## src/rtl/branch_cond_controller_pkg.sv

```systemverilog
// Shared definitions for branch resolution: condition codes, flag bit
// positions within {N,Z,C,V}, and the controller state encoding.
package branch_cond_controller_pkg;

  localparam logic [3:0] COND_EQ = 4'd0;
  localparam logic [3:0] COND_NE = 4'd1;
  localparam logic [3:0] COND_CS = 4'd2;
  localparam logic [3:0] COND_CC = 4'd3;
  localparam logic [3:0] COND_MI = 4'd4;
  localparam logic [3:0] COND_PL = 4'd5;
  localparam logic [3:0] COND_VS = 4'd6;
  localparam logic [3:0] COND_VC = 4'd7;
  localparam logic [3:0] COND_HI = 4'd8;
  localparam logic [3:0] COND_LS = 4'd9;
  localparam logic [3:0] COND_GE = 4'd10;
  localparam logic [3:0] COND_LT = 4'd11;
  localparam logic [3:0] COND_GT = 4'd12;
  localparam logic [3:0] COND_LE = 4'd13;
  localparam logic [3:0] COND_AL = 4'd14;
  localparam logic [3:0] COND_NV = 4'd15;

  localparam int FLAG_N = 3;
  localparam int FLAG_Z = 2;
  localparam int FLAG_C = 1;
  localparam int FLAG_V = 0;

  typedef enum logic [1:0] {
    ST_IDLE,
    ST_WAIT_FLAGS,
    ST_RESOLVE,
    ST_FLUSH
  } state_t;

endpackage

```

## src/rtl/branch_cond_controller_cond_evaluator.sv

```systemverilog
// Combinational condition-code test: selects one of 16 predicates over
// the {N,Z,C,V} flags and reports whether the branch is taken.
module cond_evaluator
  import branch_cond_controller_pkg::*;
(
  input  logic [3:0] cond,
  input  logic [3:0] flags,
  output logic       taken
);

  logic n, z, c, v;

  assign n = flags[FLAG_N];
  assign z = flags[FLAG_Z];
  assign c = flags[FLAG_C];
  assign v = flags[FLAG_V];

  always_comb begin
    taken = 1'b0;
    case (cond)
      COND_EQ: taken = z;
      COND_NE: taken = !z;
      COND_CS: taken = c;
      COND_CC: taken = !c;
      COND_MI: taken = n;
      COND_PL: taken = !n;
      COND_VS: taken = v;
      COND_VC: taken = !v;
      COND_HI: taken = c && !z;
      COND_LS: taken = !c || z;
      COND_GE: taken = (n == v);
      COND_LT: taken = (n != v);
      COND_GT: taken = !z && (n == v);
      COND_LE: taken = z || (n != v);
      COND_AL: taken = 1'b1;
      default: taken = 1'b0;
    endcase
  end

endmodule

```

## src/rtl/branch_cond_controller.sv

```systemverilog
// Conditional-branch sequencer: waits for in-flight flag writers, resolves
// the condition against the flag register and holds flush after a taken branch.
module branch_cond_controller
  import branch_cond_controller_pkg::*;
#(
  parameter int FLUSH_CYCLES = 2,
  parameter int CNT_W        = 2
) (
  input  logic       clk,
  input  logic       reset_n,
  input  logic [3:0] flags_in,
  input  logic       flags_we,
  input  logic       flag_pending,
  input  logic       br_valid,
  input  logic [3:0] br_cond,
  output logic       br_ready,
  output logic       br_done,
  output logic       br_taken,
  output logic       stall,
  output logic       flush,
  output logic [3:0] flags_q
);

  localparam logic [CNT_W-1:0] CNT_LOAD  = CNT_W'(FLUSH_CYCLES);
  localparam logic [CNT_W-1:0] CNT_ONE   = CNT_W'(1);
  localparam bit               HAS_FLUSH = (FLUSH_CYCLES > 0);

  state_t           state, state_nxt;
  logic [CNT_W-1:0] cnt, cnt_nxt;
  logic [3:0]       cond_q;
  logic             taken;

  cond_evaluator u_cond_evaluator (
    .cond  (cond_q),
    .flags (flags_q),
    .taken (taken)
  );

  // Flag register tracks the ALU regardless of where the FSM is.
  always_ff @(posedge clk or negedge reset_n) begin
    if (!reset_n) flags_q <= '0;
    else if (flags_we) flags_q <= flags_in;
  end

  always_ff @(posedge clk or negedge reset_n) begin
    if (!reset_n) begin
      state  <= ST_IDLE;
      cnt    <= '0;
      cond_q <= '0;
    end else begin
      state <= state_nxt;
      cnt   <= cnt_nxt;
      if (state == ST_IDLE && br_valid) cond_q <= br_cond;
    end
  end

  always_comb begin
    state_nxt = state;
    cnt_nxt   = cnt;
    case (state)
      ST_IDLE: begin
        if (br_valid) state_nxt = (flag_pending || flags_we) ? ST_WAIT_FLAGS : ST_RESOLVE;
      end
      ST_WAIT_FLAGS: begin
        if (!flag_pending && !flags_we) state_nxt = ST_RESOLVE;
      end
      ST_RESOLVE: begin
        if (taken && HAS_FLUSH) begin
          state_nxt = ST_FLUSH;
          cnt_nxt   = CNT_LOAD;
        end else begin
          state_nxt = ST_IDLE;
        end
      end
      ST_FLUSH: begin
        cnt_nxt = cnt - CNT_ONE;
        if (cnt == CNT_ONE) state_nxt = ST_IDLE;
      end
      default: state_nxt = ST_IDLE;
    endcase
  end

  // Moore outputs decoded from the registered state.
  assign br_ready = (state == ST_IDLE);
  assign stall    = (state != ST_IDLE);
  assign br_done  = (state == ST_RESOLVE);
  assign br_taken = (state == ST_RESOLVE) && taken;
  assign flush    = (state == ST_FLUSH);

endmodule

```

## config.mk

```make
export PLATFORM = sky130hd
export DESIGN_NAME = branch_cond_controller
export DESIGN_NICKNAME = d
export VERILOG_FILES = /design/src/rtl/branch_cond_controller_pkg.sv /design/src/rtl/branch_cond_controller_cond_evaluator.sv /design/src/rtl/branch_cond_controller.sv
export SDC_FILE = /design/constraint.sdc
export NUM_CORES = 1
export LEC_CHECK = 0
export ABC_AREA = 1
export CAP_MARGIN = 0
export CORE_MARGIN = 2
export CORE_UTILIZATION = 45
export DETAILED_ROUTE_END_ITERATION = 12
export PLACE_DENSITY = 0.74
export SYNTH_ARGS = -nofsm -noshare
export SYNTH_HDL_FRONTEND = slang
export SYNTH_SLANG_ARGS = --single-unit
```

## constraint.sdc

```tcl
create_clock -name clk -period 2 [get_ports clk]
set_clock_uncertainty 0.1 [all_clocks]
set_input_delay 0.2 -clock clk [delete_from_list [all_inputs] [get_ports clk]]
set_output_delay 0.2 -clock clk [all_outputs]
set_load 0.02 [all_outputs]
```

==> flow_metrics.env <==
export IMPL_status="completed"
export IMPL_vias=813
export IMPL_cts_inserted_buffers=3
export IMPL_synth_fp_nets=128
export IMPL_stdcell_area_um2=1060
export IMPL_synth_cells=114
export IMPL_crit_family="buffers and inverters"
export IMPL_area_growth_synth_to_final_pct=40.5
export IMPL_cp_cell_sequence="nor2_1, clkdlybuf4s50_1"
export IMPL_vdd_drop_max_mv=0.894
export IMPL_die_h_um=44.9
export IMPL_dpl_cell_area_um2=1010
export IMPL_fmaxAchievable_ghz=0.532
export IMPL_ant_nets=0
export IMPL_grt_ovfl_total=0
export IMPL_start_kind="flip-flop"
export IMPL_cpMaxStageDelayCell="clkdlybuf4s50_1"
export IMPL_yosys_warnings=0
export IMPL_wire_per_inst_um=11.7
export IMPL_timing_rr_start="flags_q[0]$_DFFE_PN0P_"
export IMPL_via_per_inst=5.05
export IMPL_antenna_found_initial=0
export IMPL_path_clk_slew_ns=0.08
export IMPL_startpoint="state[1]$_DFFE_PN0P_"
export IMPL_slew_headroom=0.612
export IMPL_yosysSeqAreaShare=0.399
export IMPL_tightest_slew_ns=0.580
export IMPL_route_detailed_drc=0
export IMPL_core_um2=1540
export IMPL_cts_root_buf="clkbuf_4"
export IMPL_gp_congestion=0.980
export IMPL_port_buffer_count=21
export IMPL_place_hpwl_um=1370
export IMPL_cts_tree="yes"
export IMPL_final_fill_count=129
export IMPL_dp_cells=155
export IMPL_drt_total_wl_um=1880
export IMPL_drv_cap=0
export IMPL_cp_slowest_stage_delay_ns=0.65
export IMPL_crit_path_end_kind="primary output"
export IMPL_slew_violations=0
export IMPL_cp_arrival_ns=1.58
export IMPL_cp_depth=2
export IMPL_cts_max_level=1
export IMPL_syn_avg_cell_area_um2=6.61
export IMPL_dr_pass1_iters=4
export IMPL_crit_fanout=5
export IMPL_reg2reg_to="cnt[1]$_DFFE_PN0P_"
export IMPL_cp_endpoint="br_ready"
export IMPL_cts_hold_buf=0
export IMPL_io_pins=22
export IMPL_die_area_um2=2020
export IMPL_grtUsageTotal=0.196
export IMPL_fin_crit_sh=0.940
export IMPL_grt_pass1_wl_um=2950
export IMPL_syn_area_um2=753
export IMPL_insertedDiodeCount=0
export IMPL_regArea_um2=304
export IMPL_cellPowerDensity_nw_per_um2=1350
export IMPL_setup_viol=0
export IMPL_die_w_um=44.9
export IMPL_drive_above_1_share=0.186
export IMPL_start_util=0.489
export IMPL_final_nets=161
export IMPL_cp_num_buf_inv=1
export IMPL_final_cells=161
export IMPL_finalHoldViolations=0
export IMPL_clock_sinks=12
export IMPL_drtIter0Drc=16
export IMPL_finalCriticalPeriod_ns=1.88
export IMPL_total_leakage_power_nw=0.543
export IMPL_yosysUniqueCellTypes=16
export IMPL_reg2regPathDepth=11
export IMPL_synth_seq_cells=12
export IMPL_rrSetupSlack_ns=0.41
export IMPL_cts_buffer_depth=2
export IMPL_grt_max_degree=13
export IMPL_worstHoldPathType="primary input to async pin"
export IMPL_worstSkewPairLatency_ns=0.27
export IMPL_worst_setup_path_type="flip-flop to primary output"
export IMPL_std_cell_rows=14
export IMPL_worstPathRequired_ns=1.70
export IMPL_grt_pass1_vias=697
export IMPL_multi_input_area_um2=383
-- timing repair --
action                                  CTS  global route
resized for setup                         3             9
buffers inserted                          0             3
cloned                                    0             0
endpoints found under the setup margin    1             1
-- state kept, by name, summed over array words and instances (netlist names) --
register	cells
cond_q	4
flags_q	4
cnt	2
state	2
-- layout by cell type, fill, tap and decap left out --
cell	Yosys	final
dfrtp_1	12	9
clkbuf_4	0	3
buf_4	0	8
inv_1	15	12
nand2_1	31	31
or2_2	2	2
nand2_2	1	1
mux2_2	1	1
clkdlybuf4s50_1	0	20
a211oi_1	1	1
nor3_1	1	1
nor2_2	1	3
nand3_1	12	12
buf_2	0	1
dfrtp_2	0	3
o21ai_0	6	6
nor2_1	20	18
a21oi_1	7	7
ha_1	1	1
inv_2	2	5
-- Yosys cell counts (all sizes together) --
library cell  instances  area [um^2]
dfrtp                12          300
nand3                12         60.1
inv                  17         63.8
or2                   2         12.5
mux2                  1         11.3
buf                   1         11.3
nor2                 21         81.3
nor3                  1         5.00
o21ai                 6         30.0
a21oi                 7         35.0
a211oi                1         7.51
nand2                32          123
ha                    1         12.5
-- per-stage QoR --
step                hold WS [ns]  setup WS, ns  TNS [ns]   util  power [mW]
finish                     0.192         0.121         0  0.687        1.43
CTS                        0.215       0.00167         0  0.670        1.39
global placement           0.392       -0.0267   -0.0267  0.655        1.23
detailed placement         0.413       -0.0334   -0.0334  0.655        1.25
floorplan                 -0.196         0.328         0      -       0.951
global route               0.253      -0.00715  -0.00715  0.687        1.56
-- how the worst min path moves through the flow --
stage / end / depth (start not counted)
finish: cond_q[0]$_DFFE_PN0P_ / 1
global route: cond_q[0]$_DFFE_PN0P_ / 1
CTS: cond_q[0]$_DFFE_PN0P_ / 1
detailed placement: cnt[1]$_DFFE_PN0P_ / 2
global placement: cnt[1]$_DFFE_PN0P_ / 2
floorplan: cnt[0]$_DFFE_PN0P_ / 0
-- kinds of logic (layout without fill, tap and decap cells) --
logic type	count (synthesis)	count (layout)	synth area share
flip-flops	12	12	0.399
multiplexers	1	1	0.0149
buffers and inverters	18	49	0.0997
AO/OA/AOI/OAI	14	14	0.0963
AND/OR/NAND/NOR	68	68	0.374
adder cells (fa/ha/maj)	1	1	0.0166
-- power by group --
part | switching [mW] | internal, mW | leakage (nW)
Clock | 0.0810 | 0.0697 | 0.0138
Sequential | 0.117 | 0.340 | 0.137
Combinational | 0.455 | 0.367 | 0.393
-- area by class of cell --
class,instances,share of cell area
Clock buffer,3,0.0213
Inverter,17,0.0603
Multi-Input combinational cell,84,0.362
Sequential cell,12,0.287
Tap cell,16,0.0189
Timing Repair Buffer,29,0.251
-- per-layer routing --
metal	vias to the layer above	global-route usage	share of wire
li1	426	-	-
met1	360	0.279	0.48
met4	0	0.0529	0.012
met2	23	0.313	0.46
met3	4	0.0280	0.055
met5	-	0	0
(Power assumes the default switching activity.)
